`src/rtl/spi_ahb_loader_if.sv`:
```
// AHB-Lite bus bundle between the SPI loader (master) and the slave/router.
// Address-phase controls, write data and the slave response travel together.
interface spi_ahb_loader_if;
    logic [31:0] haddr;
    logic        hwrite;
    logic [2:0]  hsize;
    logic [2:0]  hburst;
    logic [3:0]  hprot;
    logic        hmastlock;
    logic [1:0]  htrans;
    logic [31:0] hwdata;
    logic        hready;
    logic        hresp;

    modport master (
        output haddr, hwrite, hsize, hburst, hprot, hmastlock, htrans, hwdata,
        input  hready, hresp
    );

    modport slave (
        input  haddr, hwrite, hsize, hburst, hprot, hmastlock, htrans, hwdata,
        output hready, hresp
    );
endinterface

```
`src/rtl/spi_ahb_loader.sv`:
```
// SPI (mode 0) boot loader: decodes A5/5A command frames from an external host and
// writes the received 32-bit words to AHB, then hands the bus over via load_done.
module spi_ahb_loader #(
    parameter int SYNC_STAGES = 2
) (
    input  logic             clk,
    input  logic             reset,
    input  logic             spi_sclk,
    input  logic             spi_mosi,
    input  logic             spi_cs_n,
    spi_ahb_loader_if.master ahb,
    output logic             load_done,
    output logic             overrun,
    output logic             bus_err
);

    typedef enum logic [2:0] {
        CMD, ADDR_HI, ADDR_LO, DATA, SKIP, DONE_WAIT
    } frame_state_t;

    typedef enum logic [1:0] {
        A_IDLE, A_ADDR, A_DATA
    } ahb_state_t;

    localparam logic [7:0] CMD_LOAD = 8'hA5;
    localparam logic [7:0] CMD_DONE = 8'h5A;

    logic [SYNC_STAGES-1:0] r_sclk_sync;
    logic [SYNC_STAGES-1:0] r_mosi_sync;
    logic [SYNC_STAGES-1:0] r_cs_n_sync;
    logic                   r_sclk_prev;
    logic [2:0]             r_bit_cnt;
    logic [7:0]             r_shift;
    logic [1:0]             r_byte_idx;
    logic [23:0]            r_word_acc;
    logic [15:0]            r_ptr;
    logic                   r_buf_valid;
    logic [31:0]            r_buf_data;
    logic [31:0]            r_haddr;
    logic [31:0]            r_hwdata;
    logic                   r_load_done;
    logic                   r_overrun;
    logic                   r_bus_err;
    frame_state_t           r_frame_state;
    frame_state_t           w_frame_next;
    ahb_state_t             r_ahb_state;
    ahb_state_t             w_ahb_next;

    logic        w_sclk;
    logic        w_mosi;
    logic        w_cs_n;
    logic        w_bit_en;
    logic        w_byte_done;
    logic [7:0]  w_byte;
    logic [31:0] w_word;
    logic        w_word_done;
    logic        w_ahb_done;
    logic        w_drop;
    logic [15:0] w_ptr_step;

    // ---------------------------------------------------------------- SPI front end
    assign w_sclk = r_sclk_sync[SYNC_STAGES-1];
    assign w_mosi = r_mosi_sync[SYNC_STAGES-1];
    assign w_cs_n = r_cs_n_sync[SYNC_STAGES-1];

    // NOTE: sequential state uses <= so every flop samples pre-edge values, independent of block order.
    always_ff @(posedge clk) begin
        if (reset) begin
            r_sclk_sync <= '0;
            r_mosi_sync <= '0;
            r_cs_n_sync <= '1;
            r_sclk_prev <= 1'b0;
        end else begin
            r_sclk_sync <= {r_sclk_sync[SYNC_STAGES-2:0], spi_sclk};
            r_mosi_sync <= {r_mosi_sync[SYNC_STAGES-2:0], spi_mosi};
            r_cs_n_sync <= {r_cs_n_sync[SYNC_STAGES-2:0], spi_cs_n};
            r_sclk_prev <= w_sclk;
        end
    end

    assign w_bit_en    = w_sclk & ~r_sclk_prev & ~w_cs_n;
    assign w_byte_done = w_bit_en && (r_bit_cnt == 3'd7);
    assign w_byte      = {r_shift[6:0], w_mosi};
    assign w_word      = {r_word_acc, w_byte};

    always_ff @(posedge clk) begin
        if (reset) begin
            r_bit_cnt <= 3'd0;
            r_shift   <= 8'd0;
        end else if (w_cs_n) begin
            r_bit_cnt <= 3'd0;
        end else if (w_bit_en) begin
            r_shift   <= w_byte;
            r_bit_cnt <= r_bit_cnt + 3'd1;
        end
    end

    // ---------------------------------------------------------------- frame FSM
    always_ff @(posedge clk) begin
        if (reset) r_frame_state <= CMD;
        else       r_frame_state <= w_frame_next;
    end

    // NOTE: every output of this block gets a default first, so no path can infer a latch.
    always_comb begin
        w_frame_next = r_frame_state;
        w_word_done  = 1'b0;
        if (w_cs_n && r_frame_state != DONE_WAIT) begin
            w_frame_next = CMD;
        end else if (w_byte_done) begin
            case (r_frame_state)
                CMD: begin
                    if (w_byte == CMD_LOAD)      w_frame_next = ADDR_HI;
                    else if (w_byte == CMD_DONE) w_frame_next = DONE_WAIT;
                    else                         w_frame_next = SKIP;
                end
                ADDR_HI: w_frame_next = ADDR_LO;
                ADDR_LO: w_frame_next = DATA;
                DATA:    w_word_done  = (r_byte_idx == 2'd3);
                default: w_frame_next = r_frame_state;
            endcase
        end
    end

    // A dropped word still consumes its address slot, so ptr can advance twice in one cycle.
    assign w_ahb_done = (r_ahb_state == A_DATA) && ahb.hready;
    assign w_drop     = w_word_done && r_buf_valid && !w_ahb_done;
    assign w_ptr_step = {13'd0, w_ahb_done & w_drop, w_ahb_done ^ w_drop, 2'b00};

    always_ff @(posedge clk) begin
        if (reset) begin
            r_byte_idx  <= 2'd0;
            r_ptr       <= 16'd0;
            r_buf_valid <= 1'b0;
            r_overrun   <= 1'b0;
        end else begin
            if (w_cs_n)
                r_byte_idx <= 2'd0;
            else if (w_byte_done && r_frame_state == DATA)
                r_byte_idx <= r_byte_idx + 2'd1;

            if (w_byte_done && r_frame_state == ADDR_HI)
                r_ptr[15:8] <= w_byte;
            else if (w_byte_done && r_frame_state == ADDR_LO)
                r_ptr[7:0] <= w_byte;
            else
                r_ptr <= r_ptr + w_ptr_step;

            if (w_word_done && (!r_buf_valid || w_ahb_done))
                r_buf_valid <= 1'b1;
            else if (w_ahb_done)
                r_buf_valid <= 1'b0;

            if (w_drop)
                r_overrun <= 1'b1;
        end
    end

    // NOTE: data-only storage is left unreset; r_buf_valid and r_byte_idx say when it is meaningful.
    always_ff @(posedge clk) begin
        if (w_byte_done && r_frame_state == DATA)
            r_word_acc <= {r_word_acc[15:0], w_byte};
        if (w_word_done && (!r_buf_valid || w_ahb_done))
            r_buf_data <= w_word;
    end

    // ---------------------------------------------------------------- AHB master FSM
    always_ff @(posedge clk) begin
        if (reset) r_ahb_state <= A_IDLE;
        else       r_ahb_state <= w_ahb_next;
    end

    always_comb begin
        w_ahb_next = r_ahb_state;
        case (r_ahb_state)
            A_IDLE:  if (r_buf_valid) w_ahb_next = A_ADDR;
            A_ADDR:  w_ahb_next = A_DATA;
            A_DATA:  if (ahb.hready) w_ahb_next = A_IDLE;
            default: w_ahb_next = A_IDLE;
        endcase
    end

    always_ff @(posedge clk) begin
        if (reset) begin
            r_haddr     <= 32'd0;
            r_hwdata    <= 32'd0;
            r_load_done <= 1'b0;
            r_bus_err   <= 1'b0;
        end else begin
            if (r_ahb_state == A_IDLE && r_buf_valid)
                r_haddr <= {16'h0000, r_ptr};
            if (r_ahb_state == A_ADDR)
                r_hwdata <= r_buf_data;
            if (w_ahb_done && ahb.hresp)
                r_bus_err <= 1'b1;
            if (r_frame_state == DONE_WAIT && !r_buf_valid && r_ahb_state == A_IDLE)
                r_load_done <= 1'b1;
        end
    end

    always_comb begin
        ahb.htrans = 2'b00;
        ahb.hwrite = 1'b0;
        if (r_ahb_state == A_ADDR) begin
            ahb.htrans = 2'b10;
            ahb.hwrite = 1'b1;
        end
    end

    assign ahb.haddr     = r_haddr;
    assign ahb.hwdata    = r_hwdata;
    assign ahb.hsize     = 3'b010;
    assign ahb.hburst    = 3'b000;
    assign ahb.hprot     = 4'b0011;
    assign ahb.hmastlock = 1'b0;

    assign load_done = r_load_done;
    assign overrun   = r_overrun;
    assign bus_err   = r_bus_err;

endmodule

```
`src/flat_wrapper.sv`:
```
// flat-port wrapper written by rule: the top's interface ports become plain ports
module spi_ahb_loader_flat 
#(
    parameter int SYNC_STAGES = 2
)
  (clk, reset, spi_sclk, spi_mosi, spi_cs_n, load_done, overrun, bus_err, ahb_haddr, ahb_hwrite, ahb_hsize, ahb_hburst, ahb_hprot, ahb_hmastlock, ahb_htrans, ahb_hwdata, ahb_hready, ahb_hresp);
  spi_ahb_loader_if ahb_i ();
  input  logic clk;
  input  logic reset;
  input  logic spi_sclk;
  input  logic spi_mosi;
  input  logic spi_cs_n;
  output logic load_done;
  output logic overrun;
  output logic bus_err;
  output wire logic [$bits(ahb_i.haddr)-1:0] ahb_haddr;
  output wire logic [$bits(ahb_i.hwrite)-1:0] ahb_hwrite;
  output wire logic [$bits(ahb_i.hsize)-1:0] ahb_hsize;
  output wire logic [$bits(ahb_i.hburst)-1:0] ahb_hburst;
  output wire logic [$bits(ahb_i.hprot)-1:0] ahb_hprot;
  output wire logic [$bits(ahb_i.hmastlock)-1:0] ahb_hmastlock;
  output wire logic [$bits(ahb_i.htrans)-1:0] ahb_htrans;
  output wire logic [$bits(ahb_i.hwdata)-1:0] ahb_hwdata;
  input wire logic [$bits(ahb_i.hready)-1:0] ahb_hready;
  input wire logic [$bits(ahb_i.hresp)-1:0] ahb_hresp;
  assign ahb_haddr = ahb_i.haddr;
  assign ahb_hwrite = ahb_i.hwrite;
  assign ahb_hsize = ahb_i.hsize;
  assign ahb_hburst = ahb_i.hburst;
  assign ahb_hprot = ahb_i.hprot;
  assign ahb_hmastlock = ahb_i.hmastlock;
  assign ahb_htrans = ahb_i.htrans;
  assign ahb_hwdata = ahb_i.hwdata;
  assign ahb_i.hready = ahb_hready;
  assign ahb_i.hresp = ahb_hresp;
  spi_ahb_loader #(.SYNC_STAGES(SYNC_STAGES)) u_core (.clk(clk), .reset(reset), .spi_sclk(spi_sclk), .spi_mosi(spi_mosi), .spi_cs_n(spi_cs_n), .ahb(ahb_i), .load_done(load_done), .overrun(overrun), .bus_err(bus_err));
endmodule
```
`config.mk`:
```
export PLATFORM = sky130hd
export DESIGN_NAME = spi_ahb_loader_flat
export DESIGN_NICKNAME = d
export VERILOG_FILES = /design/src/rtl/spi_ahb_loader_if.sv /design/src/rtl/spi_ahb_loader.sv /design/src/flat_wrapper.sv
export SDC_FILE = /design/constraint.sdc
export NUM_CORES = 1
export LEC_CHECK = 0
export ABC_AREA = 1
export BUFFER_PORTS_ARGS = -buffer_cell sky130_fd_sc_hd__clkbuf_2
export CAP_MARGIN = 20
export CORE_AREA = 2 2 107 119
export DETAILED_ROUTE_END_ITERATION = 10
export DIE_AREA = 0 0 109 121
export PLACE_DENSITY = 0.84
export SLEW_MARGIN = 20
export SYNTH_ARGS = -nofsm -noshare
export SYNTH_HDL_FRONTEND = slang
export SYNTH_SLANG_ARGS = --single-unit
```
`constraint.sdc`:
```
create_clock -name clk -period 2.92 [get_ports clk]
set_clock_uncertainty 0.05 [all_clocks]
set_input_delay 0.584 -clock clk [delete_from_list [all_inputs] [get_ports clk]]
set_output_delay 0.584 -clock clk [all_outputs]
set_load 0.05 [all_outputs]
```
# Word level (Yosys, flattened, before mapping)
# Index checks and enable logic that the tools add are counted.
word_totals:
  register_bits: 148
  inputBits: 7
  elab_cells: 83
classes:
  n_addsub: 3
  eq_ne: 14
  n_mux: 16
  bitwise_logic: 6
  n_reduce_logical: 25
ops:
  columns: ["cell", "n"]
  rows:
  - ["2-to-1 mux 8 bit", 3]
  - ["adder 16 x 4 -> 16 bit", 1]
  - ["logical AND 1 bit", 13]
  - ["case mux 3 bit (3 select lines)", 1]
  - ["== test 8 x 7 -> 1 bit (second input constant)", 1]
  - ["== test 8 bit (second input constant)", 1]
  - ["2-to-1 mux 1 bit", 7]
  - ["== test 3 x 2 -> 1 bit (second input constant)", 2]
  - ["== test 3 bit (second input constant)", 2]
  - ["2-to-1 mux 2 bit", 3]
  - ["case mux 2 bit (3 select lines)", 1]
  - ["AND reduction 2 bit", 3]
  - ["== test 2 bit (second input constant)", 2]
  - ["!= test 2 x 1 -> 1 bit (second input constant)", 2]
  - ["OR reduction 2 bit", 2]
  - ["adder 3 x 1 -> 3 bit (second input constant)", 1]
  - ["AND 1 bit", 3]
  - ["== test 3 x 1 -> 1 bit (second input constant)", 1]
  - ["zero test 3 bit", 1]
  - ["2-to-1 mux 3 bit", 1]
  - ["!= test 3 bit (second input constant)", 1]
  - ["nonzero test 3 bit", 1]
  - ["adder 2 x 1 -> 2 bit (second input constant)", 1]
  - ["== test 2 x 1 -> 1 bit (second input constant)", 1]
  - ["other kinds (7)", 9]

# Depth between registers and ports, before layout
# Gate-level depths: netlist of the first run.
logic_depth:
  depth_word: 12
  depth_mapped: 18

# Worst setup path before layout of the first run
# No wires, ideal clock.
synth_path:
  kind: "input to register"
  from: "input ahb_hready"
  to: "register u_core.r_buf_data[0] (enable)"
  arrival_ns: 2.510
  slack_ns: -0.072
  cell_stages: 4
  path_buffers: 0
  path_cell_list: "inv_1 nor3_1 inv_1 a21oi_1"
synth_between:
  elab_chain_cells: 3
synth_rtl:
  columns: ["element", "line", "text"]
  rows:
  - ["start: declaration", "flat_wrapper.sv:24", "input wire logic [$bits(ahb_i.hready)-1:0] ahb_hready;"]
  - ["logical AND 1 bit", "spi_ahb_loader.sv:126", "assign w_ahb_done = (r_ahb_state == A_DATA) && ahb.hready;"]
  - ["logical OR 1 bit", "spi_ahb_loader.sv:163", "if (w_word_done && (!r_buf_valid || w_ahb_done))"]
  - ["logical AND 1 bit", "spi_ahb_loader.sv:163", null]
  - ["end signal: assignment", "spi_ahb_loader.sv:164", "r_buf_data <= w_word;"]
  - ["end: declaration", "spi_ahb_loader.sv:38", "logic [31:0] r_buf_data;"]
# No other way between the ends.
# A chain may end at the register's enable or synchronous reset.

# Worst setup path after layout of the first run
layout_path:
  from: "register u_core.r_sclk_sync[1]"
  to: "register u_core.r_ptr[10]"
layout_between:
  elab_chain_cells: 11
  word_cells_on_any_way: 15
layout_rtl:
  columns: ["element", "line", "text"]
  rows:
  - ["start: declaration", "spi_ahb_loader.sv:28", "logic [SYNC_STAGES-1:0] r_sclk_sync;"]
  - ["start signal: assignment", "spi_ahb_loader.sv:74", "r_sclk_sync <= {r_sclk_sync[SYNC_STAGES-2:0], spi_sclk};"]
  - ["AND 1 bit (*) (2 in series)", "spi_ahb_loader.sv:81", "assign w_bit_en = w_sclk & ~r_sclk_prev & ~w_cs_n;"]
  - ["logical AND 1 bit (*)", "spi_ahb_loader.sv:82", "assign w_byte_done = w_bit_en && (r_bit_cnt == 3'd7);"]
  - ["2-to-1 mux 1 bit", "spi_ahb_loader.sv:110", "end else if (w_byte_done) begin"]
  - ["2-to-1 mux 1 bit", "spi_ahb_loader.sv:108", "if (w_cs_n && r_frame_state != DONE_WAIT) begin"]
  - ["logical AND 1 bit (2 in series)", "spi_ahb_loader.sv:127", "assign w_drop = w_word_done && r_buf_valid && !w_ahb_done;"]
  - ["XOR 1 bit / AND 1 bit (equally long branches)", "spi_ahb_loader.sv:128", "assign w_ptr_step = {13'd0, w_ahb_done & w_drop, w_ahb_done ^ w_drop, 2'b00};"]
  - ["adder 16 x 4 -> 16 bit", "spi_ahb_loader.sv:147", "r_ptr <= r_ptr + w_ptr_step;"]
  - ["2-to-1 mux 8 bit", "spi_ahb_loader.sv:144", "else if (w_byte_done && r_frame_state == ADDR_LO)"]
  - ["2-to-1 mux 8 bit", "spi_ahb_loader.sv:142", "if (w_byte_done && r_frame_state == ADDR_HI)"]
  - ["end signal: assignment", "spi_ahb_loader.sv:143", "r_ptr[15:8] <= w_byte;"]
  - ["end signal: assignment", "spi_ahb_loader.sv:147", null]
  - ["end: declaration", "spi_ahb_loader.sv:36", "logic [15:0] r_ptr;"]
# Mark *: on every way between the ends. The rest lies on a longest branch, timed or not. The select of a mux whose other input is x is not followed.

==> out/results.tsv, run 1 <==
stage	metric	value	unit
status	status	completed	
yosys	Distinct cells, synth	35	
floorplan	effective utilization at floorplan	48.1	%
clocking	Root Driver	clkbuf_16	
worst_setup_path	CP max-delay cell	dfxtp_1	
detailed_routing	Routed Antenna Nets	0	
final_layout	most common cell after layout, fill and taps aside	nor2_1	
clocking	post-cts sizing count	0	
clocking	CTS tree	built	
detailed_routing	DR DRC count	0	
yosys	Synth Area in Compound Gates	11.1	%
yosys	Post-synth ARST share	0	%
detailed_routing	initial DRC count	350	
yosys	Adder-Cell Fraction of Synth Area	1.44	%
global_routing	vias in the first global route	3887	
clocking	CTS Buffer Depth	2	
worst_setup_path	Worst Path Required	3.20	ns
timing	Slew headroom	61.1	%
placed_design	Final HPWL DP	7340	um
worst_setup_path	most frequent CP cell	nand2_1	
yosys	Synth Area in XOR/XNOR	0.458	%
global_routing	total gr overflow	0	
power_and_ir_drop	power density over the cells	683	nW/um^2
placed_design	Setup WS pre-CTS	0.172	ns
min_path	Hold Crit Class	in -> reg	
worst_setup_path	CP cell instances	nand2_1 > nor2_2 > nand2_2 > nor2_2 > nand2_1 > nand2_1 > ha_1 > inv_1 > fa_1 > nor2_1 > nand3_1 > nor2_2 > nand2_1 > nand2_1 > nand3_1 > a21oi_1	
worst_setup_path	Setup crit end kind	register	
floorplan	boundary pin count	88	
detailed_routing	WL/cell	13.9	um
worst_setup_path	Critical Path Start Type	register	
placed_design	placed cell area	6070	um^2
yosys	Synth top area share	32.1	%
yosys	combinational family with the most area after synthesis	simple AND/OR/NAND/NOR gates	
detailed_routing	final WL	11600	um
floorplan	Core ar.	11900	um^2
timing	period utilization	90.0	%
yosys	post-synthesis area per instance	9.44	um^2
global_routing	first-pass GRT wire length	18300	um
yosys	post-synthesis mux area share	0	%
yosys	Post-Syn Instances	608	
timing	crit path time final	2.63	ns
final_layout	Final Non-Filler Cells	835	
worst_setup_path	CP arrival	2.91	ns
global_routing	antenna violations before repair	0	
timing	final hold violation count	0	
placed_design	GP Congestion	0.913	
yosys	post-synthesis register bit count	148	
final_layout	antenna fix cells	0	
power_and_ir_drop	Static Leak	2.78	nW
yosys	Synth Cell Area	5740	um^2
placed_design	# placed instances	803	
worst_setup_path	worst setup path class	reg -> reg	
timing	Least-Margin Pin Slew	0.579	ns
floorplan	Core Rows	42	
power_and_ir_drop	peak supply drop	0.000382	V
detailed_routing	via/cell ratio	5.00	
global_routing	largest net degree at the start of global routing	57	
final_layout	fillcell total	989	
job	Max Cap Violations	0	
timing	Max Slew Vio Count	0	
detailed_routing	DRT Pass-1 Iters	5	
worst_setup_path	worst path bufs/invs	1	
yosys	Synth Area in Simple Gates	16.0	%
final_layout	Final #Nets	681	
worst_setup_path	Reg2Reg Setup Slack	0.29	ns
clocking	H-tree Lvls	4	
final_layout	most frequent cells in the layout	nor2_1 (103), dfxtp_1 (91), o21ai_0 (72), nand2_1 (70), clkbuf_2 (59)	
clocking	clk slew on worst S/H paths	0.06	ns
final_layout	area grow syn2layout	17.2	%
clocking	hold_buf cts	0	
placed_design	port buffer count	59	
floorplan	DIE HEIGHT	121	um
timing	Final WS setup	0.292	ns
yosys	area leader, netlist	dfxtp_1	
clocking	clock tree sinks	148	
timing	TNS Setup	0	ns
clocking	setup bufs post-CTS	0	
clocking	TritonCTS buffer count	17	
timing	Final setup viols	0	
yosys	prevailing post-synth register cell	dfxtp_1	
floorplan	Die Area	13200	um^2
global_routing	Tot GR Track Use	18.1	%
worst_setup_path	Worst path max stage delay	0.39	ns
timing	f_max	381	MHz
yosys	post-synthesis sequential area ratio	61.4	%
floorplan	die width	109	um
final_layout	layout cells sized above 1	17.2	%
final_layout	Design Area, Final	6730	um^2
worst_setup_path	Largest delay share family, worst path	simple AND/OR/NAND/NOR gates	
yosys	top area cells in the synthesized netlist	dfxtp_1 (32%), edfxtp_1 (29%), nor2_1 (6.9%)	
worst_setup_path	CP max FO	4	
timing	RSZ-0062 raised after global routing	false	
clocking	Worst-Skew Late Latency	0.41	ns
yosys	Post-synth EDFFs	56	
yosys	synth warn	0	
detailed_routing	routed vias	4176	
==> kinds of logic after synthesis <==
family                   after synthesis
buffers and inverters                110
other                                  2
AO/OA/AOI/OAI                        124
XOR/XNOR                               3
AND/OR/NAND/NOR                      215
adder cells (fa/ha/maj)                6
flip-flops                           148
==> worst paths after layout <==
kind	start	endpoint	depth (start not counted)
worst min-delay path	spi_cs_n	u_core.r_cs_n_sync[0]$_SDFF_PP1_	2
worst max register to register	u_core.r_sclk_sync[1]$_SDFF_PP0_	u_core.r_ptr[10]$_SDFFE_PP0N_	16
worst max-delay path	u_core.r_sclk_sync[1]$_SDFF_PP0_	u_core.r_ptr[10]$_SDFFE_PP0N_	16
worst min register to register	u_core.r_sclk_sync[0]$_SDFF_PP0_	u_core.r_sclk_sync[1]$_SDFF_PP0_	2
==> cell usage after synthesis, types with 2 or more instances <==
cell type	instances
o21ai_0	72
nand2_2	2
nand3_1	18
o211ai_1	3
conb_1	2
a21oi_1	39
inv_1	53
o21bai_1	2
o21ai_1	5
buf_2	6
clkbuf_1	14
edfxtp_1	56
a31oi_1	3
nand4_1	3
buf_4	29
or2_2	2
nor2_1	106
buf_6	2
inv_2	4
nand2_1	71
nor4_1	4
dfxtp_1	92
ha_1	5
xor2_1	3
nor3_1	2
==> sequential cells by signal, indices dropped and copies added (netlist names), 3 cells and up <==
register and count:
u_core.ahb.hwdata 32, u_core.r_ptr 16, u_core.r_buf_data 32, u_core.r_shift 7, u_core.r_frame_state 3, u_core.r_word_acc 24, u_core.ahb.haddr 16, u_core.r_bit_cnt 3
==> per-layer routing <==
layer | share of wire, % | up-vias | GRT usage (%) | routed length, um
met5 | 0 | - | 0 | 0
met2 | 50 | 139 | 30.9 | 5800
met1 | 43 | 1948 | 20.8 | 4950
li1 | - | 2060 | - | -
met3 | 4.9 | 29 | 4.67 | 565
met4 | 2.7 | 0 | 9.21 | 319
==> through the flow <==
step	util (%)	hold WS (ns)	total power, mW
3_5_place_dp	50.9	0.349	2.32
4_1_cts	56.3	0.283	4.62
3_3_place_gp	50.9	0.350	2.32
6_report	56.4	0.300	4.59
5_1_grt	56.4	0.293	4.71
2_1_floorplan	-	0.338	2.33
==> layout make-up <==
type	instances	area (um^2)	share of cell area, %
sequential	148	3520	52.4
multi-input combinational	378	1790	26.6
clock buffer	23	542	8.06
timing repair buffer	65	353	5.25
inverter	58	218	3.24
tap	154	193	2.87
clock inverter	9	108	1.60
==> where the power goes <==
part           switching [mW]  internal (mW)
Clock                   0.833           1.48
Sequential            0.00805           2.14
Combinational           0.116         0.0185
Total                   0.957           3.64
(Power assumes the default switching activity.)
==> run 2: changes to the inputs <==
--- a/config.mk
+++ b/config.mk
@@ -8,10 +8,10 @@
 export ABC_AREA = 1
 export BUFFER_PORTS_ARGS = -buffer_cell sky130_fd_sc_hd__clkbuf_2
 export CAP_MARGIN = 20
-export CORE_AREA = 2 2 107 119
+export CORE_AREA = 2 2 105 117
 export DETAILED_ROUTE_END_ITERATION = 10
-export DIE_AREA = 0 0 109 121
-export PLACE_DENSITY = 0.84
+export DIE_AREA = 0 0 107 119
+export PLACE_DENSITY = 0.86
 export SLEW_MARGIN = 20
 export SYNTH_ARGS = -nofsm -noshare
 export SYNTH_HDL_FRONTEND = slang
==> out/results.tsv, run 2 (synthesis results as in run 1) <==
stage	metric	value	unit
clocking	Root Driver	clkbuf_16	
detailed_routing	Routed Antenna Nets	0	
power_and_ir_drop	Flop pwr share	47.4	%
worst_setup_path	Reg2Reg Setup Slack	0.22	ns
timing	crit path time final	2.70	ns
min_path	Worst Hold Path Cells	2	
power_and_ir_drop	Net Sw Frac	21.0	%
worst_setup_path	Worst Path Required	3.22	ns
timing	Slew headroom	57.4	%
job	Max Cap Violations	0	
power_and_ir_drop	power density over the cells	675	nW/um^2
worst_setup_path	reg2reg path depth	16	
detailed_routing	DR DRC count	0	
global_routing	total gr overflow	0	
global_routing	first-pass GRT wire length	18400	um
power_and_ir_drop	Comb power frac	2.9	%
timing	Max Slew Vio Count	0	
clocking	clock tree sinks	148	
timing	Hold Slack	0.294	ns
global_routing	Tot GR Track Use	18.5	%
global_routing	vias in the first global route	3908	
worst_setup_path	CP max FO	4	
final_layout	most common cell after layout, fill and taps aside	nor2_1	
power_and_ir_drop	cell-internal power	3.57	mW
timing	period utilization	92.6	%
timing	Final WS setup	0.215	ns
floorplan	die width	107	um
final_layout	most frequent cells in the layout	nor2_1 (103), dfxtp_1 (92), o21ai_0 (72), nand2_1 (70), clkbuf_2 (59)	
final_layout	Final Non-Filler Cells	835	
final_layout	Final #Nets	681	
clocking	H-tree Lvls	4	
clocking	TritonCTS buffer count	17	
detailed_routing	routed vias	4280	
status	status	completed	
detailed_routing	WL/cell	14.0	um
placed_design	port buffer count	59	
floorplan	Core ar.	11700	um^2
worst_setup_path	most frequent CP cell	nand2_1	
placed_design	Final HPWL DP	7290	um
worst_setup_path	Setup crit end kind	register	
floorplan	Core Rows	42	
power_and_ir_drop	Static Leak	2.75	nW
clocking	CTS tree	built	
floorplan	DIE HEIGHT	119	um
floorplan	Die Area	12700	um^2
placed_design	# placed instances	802	
floorplan	boundary pin count	88	
final_layout	fillcell total	978	
final_layout	antenna fix cells	0	
min_path	Hold Path Sink	u_core.r_cs_n_sync[0]$_SDFF_PP1_	
timing	final hold violation count	0	
min_path	min-delay src	spi_cs_n	
min_path	Hold Crit Class	in -> reg	
timing	Final setup viols	0	
worst_setup_path	worst setup path class	reg -> reg	
power_and_ir_drop	Switch Pwr	0.950	mW
worst_setup_path	CP arrival	3.00	ns
placed_design	Setup WS pre-CTS	0.152	ns
final_layout	layout cells sized above 1	17.0	%
global_routing	largest net degree at the start of global routing	67	
clocking	clk slew on worst S/H paths	0.06	ns
detailed_routing	via/cell ratio	5.13	
detailed_routing	initial DRC count	393	
power_and_ir_drop	clock power share	49.7	%
clocking	CTS Buffer Depth	2	
timing	TNS Setup	0	ns
worst_setup_path	CP cell instances	nand2_1 > nor2_2 > nand2_2 > nor2_2 > nand2_1 > nand2_1 > ha_1 > inv_1 > fa_1 > nor2_1 > nand3_2 > nor2_4 > nand2_1 > nand2_1 > nand3_1 > a21oi_1	
worst_setup_path	Worst path max stage delay	0.40	ns
clocking	Worst-Skew Late Latency	0.42	ns
timing	f_max	370	MHz
detailed_routing	final WL	11700	um
global_routing	antenna violations before repair	0	
final_layout	area grow syn2layout	16.7	%
floorplan	effective utilization at floorplan	49.0	%
worst_setup_path	CP max-delay cell	fa_1	
timing	RSZ-0062 raised after global routing	false	
timing	Least-Margin Pin Slew	0.635	ns
power_and_ir_drop	peak supply drop	0.000339	V
worst_setup_path	RR Endpoint	u_core.r_ptr[12]$_SDFFE_PP0N_	
placed_design	GP Congestion	0.899	
worst_setup_path	R2R Path Start	u_core.r_sclk_sync[1]$_SDFF_PP0_	
detailed_routing	DRT Pass-1 Iters	6	
final_layout	fin util	57.1	%
worst_setup_path	Critical Path Start Type	register	
==> run 2: changes by cell type in the layout (fill, tap and decap cells not counted), sizes merged <==
cell / delta
bufinv: +2
clkbuf: -6
clkinv: +3
clkinvlp: +3
inv: -2
==> run 2: cell type report <==
cell class	instances	area [um^2]	share of cell area, %
Clock buffer	17	425	6.36
Tap cell	154	193	2.88
Inverter	58	218	3.25
Timing Repair Buffer	65	348	5.20
Multi-Input combinational cell	378	1800	26.9
Clock inverter	15	188	2.80
Sequential cell	148	3520	52.6
==> run 2: power groups by stage <==
stage / Sequential (mW) / Combinational, mW / Clock [mW]
2_1_floorplan: 2.19 / 0.147 / 0
3_3_place_gp: 2.19 / 0.130 / 0
3_5_place_dp: 2.19 / 0.131 / 0
4_1_cts: 2.14 / 0.131 / 2.27
5_1_grt: 2.14 / 0.142 / 2.35
6_report: 2.14 / 0.132 / 2.25
==> run 2: metrics by stage <==
step	instance area, um^2	power (mW)
finish	6690	4.52
global route	6690	4.64
CTS	6660	4.54
detailed placement	6050	2.32
global placement	6050	2.32
floorplan	5850	2.33
==> run 2: worst max path at each step <==
| stage | startpoint | cells after the start | to | slack [ns] |
|---|---|---|---|---|
| floorplan | ahb_hready | 14 | u_core.r_ptr[10]$_SDFFE_PP0N_ | 0.55 |
| global placement | ahb_hready | 15 | u_core.r_ptr[10]$_SDFFE_PP0N_ | 0.23 |
| detailed placement | ahb_hready | 15 | u_core.r_ptr[12]$_SDFFE_PP0N_ | 0.15 |
| CTS | u_core.r_sclk_prev$_SDFF_PP0_ | 17 | u_core.r_ptr[12]$_SDFFE_PP0N_ | 0.1 |
| global route | u_core.r_sclk_sync[1]$_SDFF_PP0_ | 16 | u_core.r_ptr[12]$_SDFFE_PP0N_ | 0.009 |
| finish | u_core.r_sclk_sync[1]$_SDFF_PP0_ | 16 | u_core.r_ptr[12]$_SDFFE_PP0N_ | 0.22 |
==> run 2: layer usage <==
metal	routed length, um	part of all wire (%)	track usage, %	vias up
met5	0	0	0	-
met4	231	2.0	7.55	0
met3	725	6.2	5.91	25
met2	6160	53	32.6	196
met1	4570	39	20.6	1995
li1	-	-	-	2064
==> run 2: repair_timing <==
item | in CTS | in global routing
resized for setup | 0 | 5
buffers inserted | 0 | 0
hold buffers | 0 | 0
setup endpoints to repair | 0 | 2
==> run 2: critical path: cells and delay by family (launching register included) <==
family | cells | cell delay (ns)
simple gates | 12 | 1.38
compound gates | 1 | 0.16
buf+inv | 1 | 0.06
flops | 1 | 0.39
fa+ha+maj | 2 | 0.59
